File: config.mk
export PLATFORM = sky130hd
export DESIGN_NAME = lvt_mem_2wnr
export DESIGN_NICKNAME = d
export VERILOG_FILES = /design/src/rtl/lvt_mem_2wnr.sv
export SDC_FILE = /design/constraint.sdc
export NUM_CORES = 2
export LEC_CHECK = 0
export BUFFER_PORTS_ARGS = -buffer_cell sky130_fd_sc_hd__buf_2
export CORE_MARGIN = 8
export CORE_UTILIZATION = 35
export CTS_BUF_LIST = sky130_fd_sc_hd__clkbuf_16
export DETAILED_ROUTE_END_ITERATION = 8
export PLACE_DENSITY = 0.59
export SYNTH_ARGS = -nofsm -noshare
export SYNTH_HDL_FRONTEND = slang
export SYNTH_SLANG_ARGS = --single-unit
File: constraint.sdc
create_clock -name clock -period 6.4 [get_ports clock]
set_input_delay 1.28 -clock clock [delete_from_list [all_inputs] [get_ports clock]]
set_output_delay 1.28 -clock clock [all_outputs]
set_load 0.01 [all_outputs]
File: src/rtl/lvt_mem_2wnr.sv
// Two-write, N-read memory built from 1w1r bank replicas and a live value table.
// Each read port owns a private copy of both banks; the LVT picks which bank holds the newest value.
module lvt_mem_2wnr #(
  parameter int WIDTH      = 32,
  parameter int ADDR_BITS  = 4,
  parameter int READ_PORTS = 4,
  parameter int BYPASS     = 1
) (
  input  logic                             clock,
  input  logic                             reset,
  input  logic                             we_0,
  input  logic                             we_1,
  input  logic [ADDR_BITS-1:0]             write_addr_0,
  input  logic [ADDR_BITS-1:0]             write_addr_1,
  input  logic [WIDTH-1:0]                 write_data_0,
  input  logic [WIDTH-1:0]                 write_data_1,
  input  logic [READ_PORTS-1:0]            read_en,
  input  logic [READ_PORTS*ADDR_BITS-1:0]  read_addr,
  output logic [READ_PORTS*WIDTH-1:0]      read_data,
  output logic [READ_PORTS-1:0]            read_valid,
  output logic                             write_collision
);

  localparam int DEPTH = 1 << ADDR_BITS;

  logic [DEPTH-1:0] lvt_reg;
  logic             write_collision_reg;
  logic             bank_we_0;
  logic             bank_we_1;
  logic             same_addr_write;

  // Bank writes are suppressed on any edge that sees reset high.
  assign bank_we_0       = we_0 & ~reset;
  assign bank_we_1       = we_1 & ~reset;
  assign same_addr_write = we_0 && we_1 && (write_addr_0 == write_addr_1);

  // Port 1's assignment comes last so it wins a same-address dual write.
  always_ff @(posedge clock or posedge reset) begin
    if (reset) begin
      lvt_reg             <= '0;
      write_collision_reg <= 1'b0;
    end else begin
      if (we_0) lvt_reg[write_addr_0] <= 1'b0;
      if (we_1) lvt_reg[write_addr_1] <= 1'b1;
      write_collision_reg <= same_addr_write;
    end
  end

  assign write_collision = write_collision_reg;

  genvar gi;
  generate
    for (gi = 0; gi < READ_PORTS; gi++) begin : g_port
      logic [WIDTH-1:0]     bank0_mem [DEPTH];
      logic [WIDTH-1:0]     bank1_mem [DEPTH];
      logic [ADDR_BITS-1:0] rd_addr;
      logic [WIDTH-1:0]     stored_data;
      logic [WIDTH-1:0]     rd_next;
      logic [WIDTH-1:0]     read_data_reg;
      logic                 read_valid_reg;

      assign rd_addr = read_addr[gi*ADDR_BITS +: ADDR_BITS];

      always_ff @(posedge clock) begin
        if (bank_we_0) bank0_mem[write_addr_0] <= write_data_0;
      end

      always_ff @(posedge clock) begin
        if (bank_we_1) bank1_mem[write_addr_1] <= write_data_1;
      end

      assign stored_data = lvt_reg[rd_addr] ? bank1_mem[rd_addr] : bank0_mem[rd_addr];

      // Write-first forwarding mirrors the LVT priority: port 1 beats port 0.
      always_comb begin
        rd_next = stored_data;
        if (BYPASS != 0) begin
          if (we_1 && (write_addr_1 == rd_addr)) begin
            rd_next = write_data_1;
          end else if (we_0 && (write_addr_0 == rd_addr)) begin
            rd_next = write_data_0;
          end
        end
      end

      always_ff @(posedge clock or posedge reset) begin
        if (reset) begin
          read_data_reg  <= '0;
          read_valid_reg <= 1'b0;
        end else begin
          read_valid_reg <= read_en[gi];
          if (read_en[gi]) read_data_reg <= rd_next;
        end
      end

      assign read_data[gi*WIDTH +: WIDTH] = read_data_reg;
      assign read_valid[gi]               = read_valid_reg;
    end
  endgenerate

endmodule

==> run_results.csv <==
group,metric,value,unit
timing,hold_viol,0,
timing,rsz0062_at_grt,"no",
drt,post_drt_wl_per_cell,35.7,um
timing,fmax,0.265,GHz
synthesis,yosysWarnings,0,
cells_and_area,fin_nets,5261,
global_routing,track_usage,24.9,%
synthesis,synth_area,73300,um^2
cts,cts_setup_buffers,0,
synthesis,synth_top_family_by_area,"multiplexers",
synthesis,synthAdderAreaFrac,0,%
floorplanning,die_h,474,um
cells_and_area,fillers,19300,
synthesis,ys_seq_area_share,47.0,%
worst_setup_path,r2r_end,"g_port[3].read_data_reg[0]",
worst_setup_path,worstPathArrival,4500,ps
floorplanning,num_rows,168,
worst_setup_path,critical_path_class,"input port to flop",
worst_setup_path,rr_worst_depth,7,
hold_path,holdPathStages,2,
worst_setup_path,critPathLaunch,"read_addr[5]",
cells_and_area,multi_input_area,36700,um^2
cts,cts_max_level,4,
cts,insertion_delay,820,ps
timing,timing.setup.tns,0,ps
placement,portBuffers,228,
synthesis,synth_edf_count,1024,
timing,min_period,3780,ps
worst_setup_path,reg2reg_slack,3700,ps
cts,cts.path.max_buffers,3,
synthesis,muxShareOfSynthArea,32.8,%
drt,drcViolationCount,0,
floorplanning,core_area,209000,um^2
power_and_ir_drop,leakage,27.5,nW
synthesis,synth_xor_area_share,0.394,%
drt,dr.pass1.iters,5,
global_routing,grt_start_max_net_pins,108,
worst_setup_path,crit_required,7120,ps
global_routing,grt_pass1_wl,405000,um
cells_and_area,area_growth,11.6,%
drt,postRouteAntennaNets,0,
synthesis,synth_compound_gate_area_share,11.4,%
cells_and_area,layout_common_cells,"1024 x edfxtp_1, 777 x mux4_2, 650 x mux2i_1",
cts,cts_resized,0,
cells_and_area,final_common_cell,"edfxtp_1",
timing,tightest_slew,1190,ps
hold_path,hold_end,"lvt_reg[14]",
synthesis,yosys_register_bits,1173,
synthesis,synth_area_per_cell,14.2,um^2
placement,detailed_place_hpwl,188000,um
synthesis,syn_inst,5160,
synthesis,synth_async_sr_flop_share,12.7,%
placement,place.gp.congestion,0.941,
floorplanning,top_level_ports,229,
flow_run,max-cap-violations,0,
synthesis,synthFlopType,"edfxtp_1",
cells_and_area,seqCellArea,34500,um^2
cells_and_area,layout-drive-gt1-share,30.3,%
cts,path_clk_slew,60,ps
hold_path,min_from,"lvt_reg[14]",
floorplanning,start_util,35.1,%
worst_setup_path,crit_fanout,82,
drt,drt-total-wl,289000,um
timing,maxSlewHeadroom,20.3,%
synthesis,synthSimpleGateAreaFrac,4.80,%
drt,num_vias,53800,
timing,finClkSkew,38.0,ps
timing,report.final.slew_viol_count,0,
cts,cts_tree,"yes",
outcome,status,"completed",
hold_path,min_path_type,"flop to flop",
cts,clock-sinks,1173,
global_routing,antenna_found_initial,27,
cts,postCtsHoldBufs,0,
floorplanning,dieArea,224000,um^2
worst_setup_path,rr_startpoint,"lvt_reg[1]",
cts,clockRootBuffer,"clkbuf_16",
floorplanning,die-width,474,um
timing,fin_crit_sh,59.1,%
synthesis,synth_fp_nets,5256,
global_routing,grt_pass1_vias,52700,
drt,drtIter0Drc,7170,
timing,holdWs,589,ps
worst_setup_path,worstSetupEndpointType,"flop",
power_and_ir_drop,power.density,245,nW/um^2
power_and_ir_drop,ir_drop,0.231,mV
timing,setup_viol,0,
worst_setup_path,critPathLaunchType,"input port",
global_routing,grt.overflow.total,0,
cts,cts_buffers,131,
drt,via_per_inst,6.65,
synthesis,synth.distinct_cells,46,
==> cells in the mapped netlist, types with 12 or more instances <==
cell type     n  area share, %
a221oi_1    252            3.0
nor2_1      296            1.5
mux4_2      777             24
nand3_1     146            1.0
buf_6        29           0.45
a22oi_1     345            3.5
clkbuf_1    287            1.5
o21ai_1      88           0.60
o21ai_0     296            2.0
xnor2_1      21           0.25
mux2i_1     650            8.9
nor2b_1      16           0.14
buf_4        60           0.61
or2_2        29           0.25
buf_2       113           0.77
nor3b_1      23           0.24
buf_1        24           0.12
nand2_1     274            1.4
xor2_1       12           0.14
dfrtp_1     149            5.1
edfxtp_1   1024             42
a21oi_1      44           0.30
a31o_2      128            1.5
==> worst max-delay path: stages <==
cell      delay (ps)
buf_8            620
nor2b_4          330
buf_12           290
a221oi_1         210
a22oi_1          230
o21a_2           560
buf_4            420
mux2_2           370
o21ai_0          150
==> stage by stage <==
stage                     worst slack [ps]  std cells  instance area [um^2]  util, %  total power [W]
after floorplan                       1300       5160                 73300        -           0.0110
after global placement                1690       7837                 77500     37.1           0.0124
after detailed placement              1740       7837                 77500     37.1           0.0125
after CTS                             2630       8078                 81800     39.2           0.0201
after global routing                  2540       8082                 81800     39.2           0.0205
final                                 2620       8094                 81800     39.2           0.0201
==> worst max-delay path by stage <==
stage / end
2_1_floorplan: g_port[2].bank0_mem[10][0]
3_3_place_gp: g_port[1].read_data_reg[1]
3_5_place_dp: g_port[1].read_data_reg[0]
4_1_cts: g_port[1].read_data_reg[0]
5_1_grt: g_port[1].read_data_reg[0]
6_report: g_port[1].read_data_reg[0]
==> layout make-up <==
cell class / instances / share of cell area, %
Antenna cell: 16 / 0.0489
Clock buffer: 136 / 4.16
Clock inverter: 105 / 1.06
Inverter: 8 / 0.0413
Multi-Input combinational cell: 3460 / 44.9
Sequential cell: 1173 / 42.1
Tap cell: 2805 / 4.29
Timing Repair Buffer: 391 / 3.38
==> metal layers <==
layer	GRT usage, %	up-vias	routed length (um)	share of wire (%)
met5	0	-	70	0.024
met4	16.5	12	22900	7.9
met3	5.73	871	30200	10
met2	39.4	3572	134000	46
met1	30.5	27700	102000	35
li1	-	21600	-	-
==> cells by family (layout without fill, tap and decap cells) <==
logic type / count (synthesis) / in the layout
DFF: 1173 / 1173
buffers and inverters: 527 / 640
muxes: 1432 / 1432
and+or+nand+nor: 810 / 810
AOI/OAI and AO/OA: 1185 / 1185
xor gates and xnor gates: 33 / 33
other: 0 / 16
==> where the power goes <==
part / leakage [nW] / internal [W] / switching, W
clock: 2.21 / 0.00438 / 0.00331
combinational: 14.3 / 0.00132 / 0.00215
sequential: 11.0 / 0.00855 / 0.000359
Power figures use the tool's default switching activity.
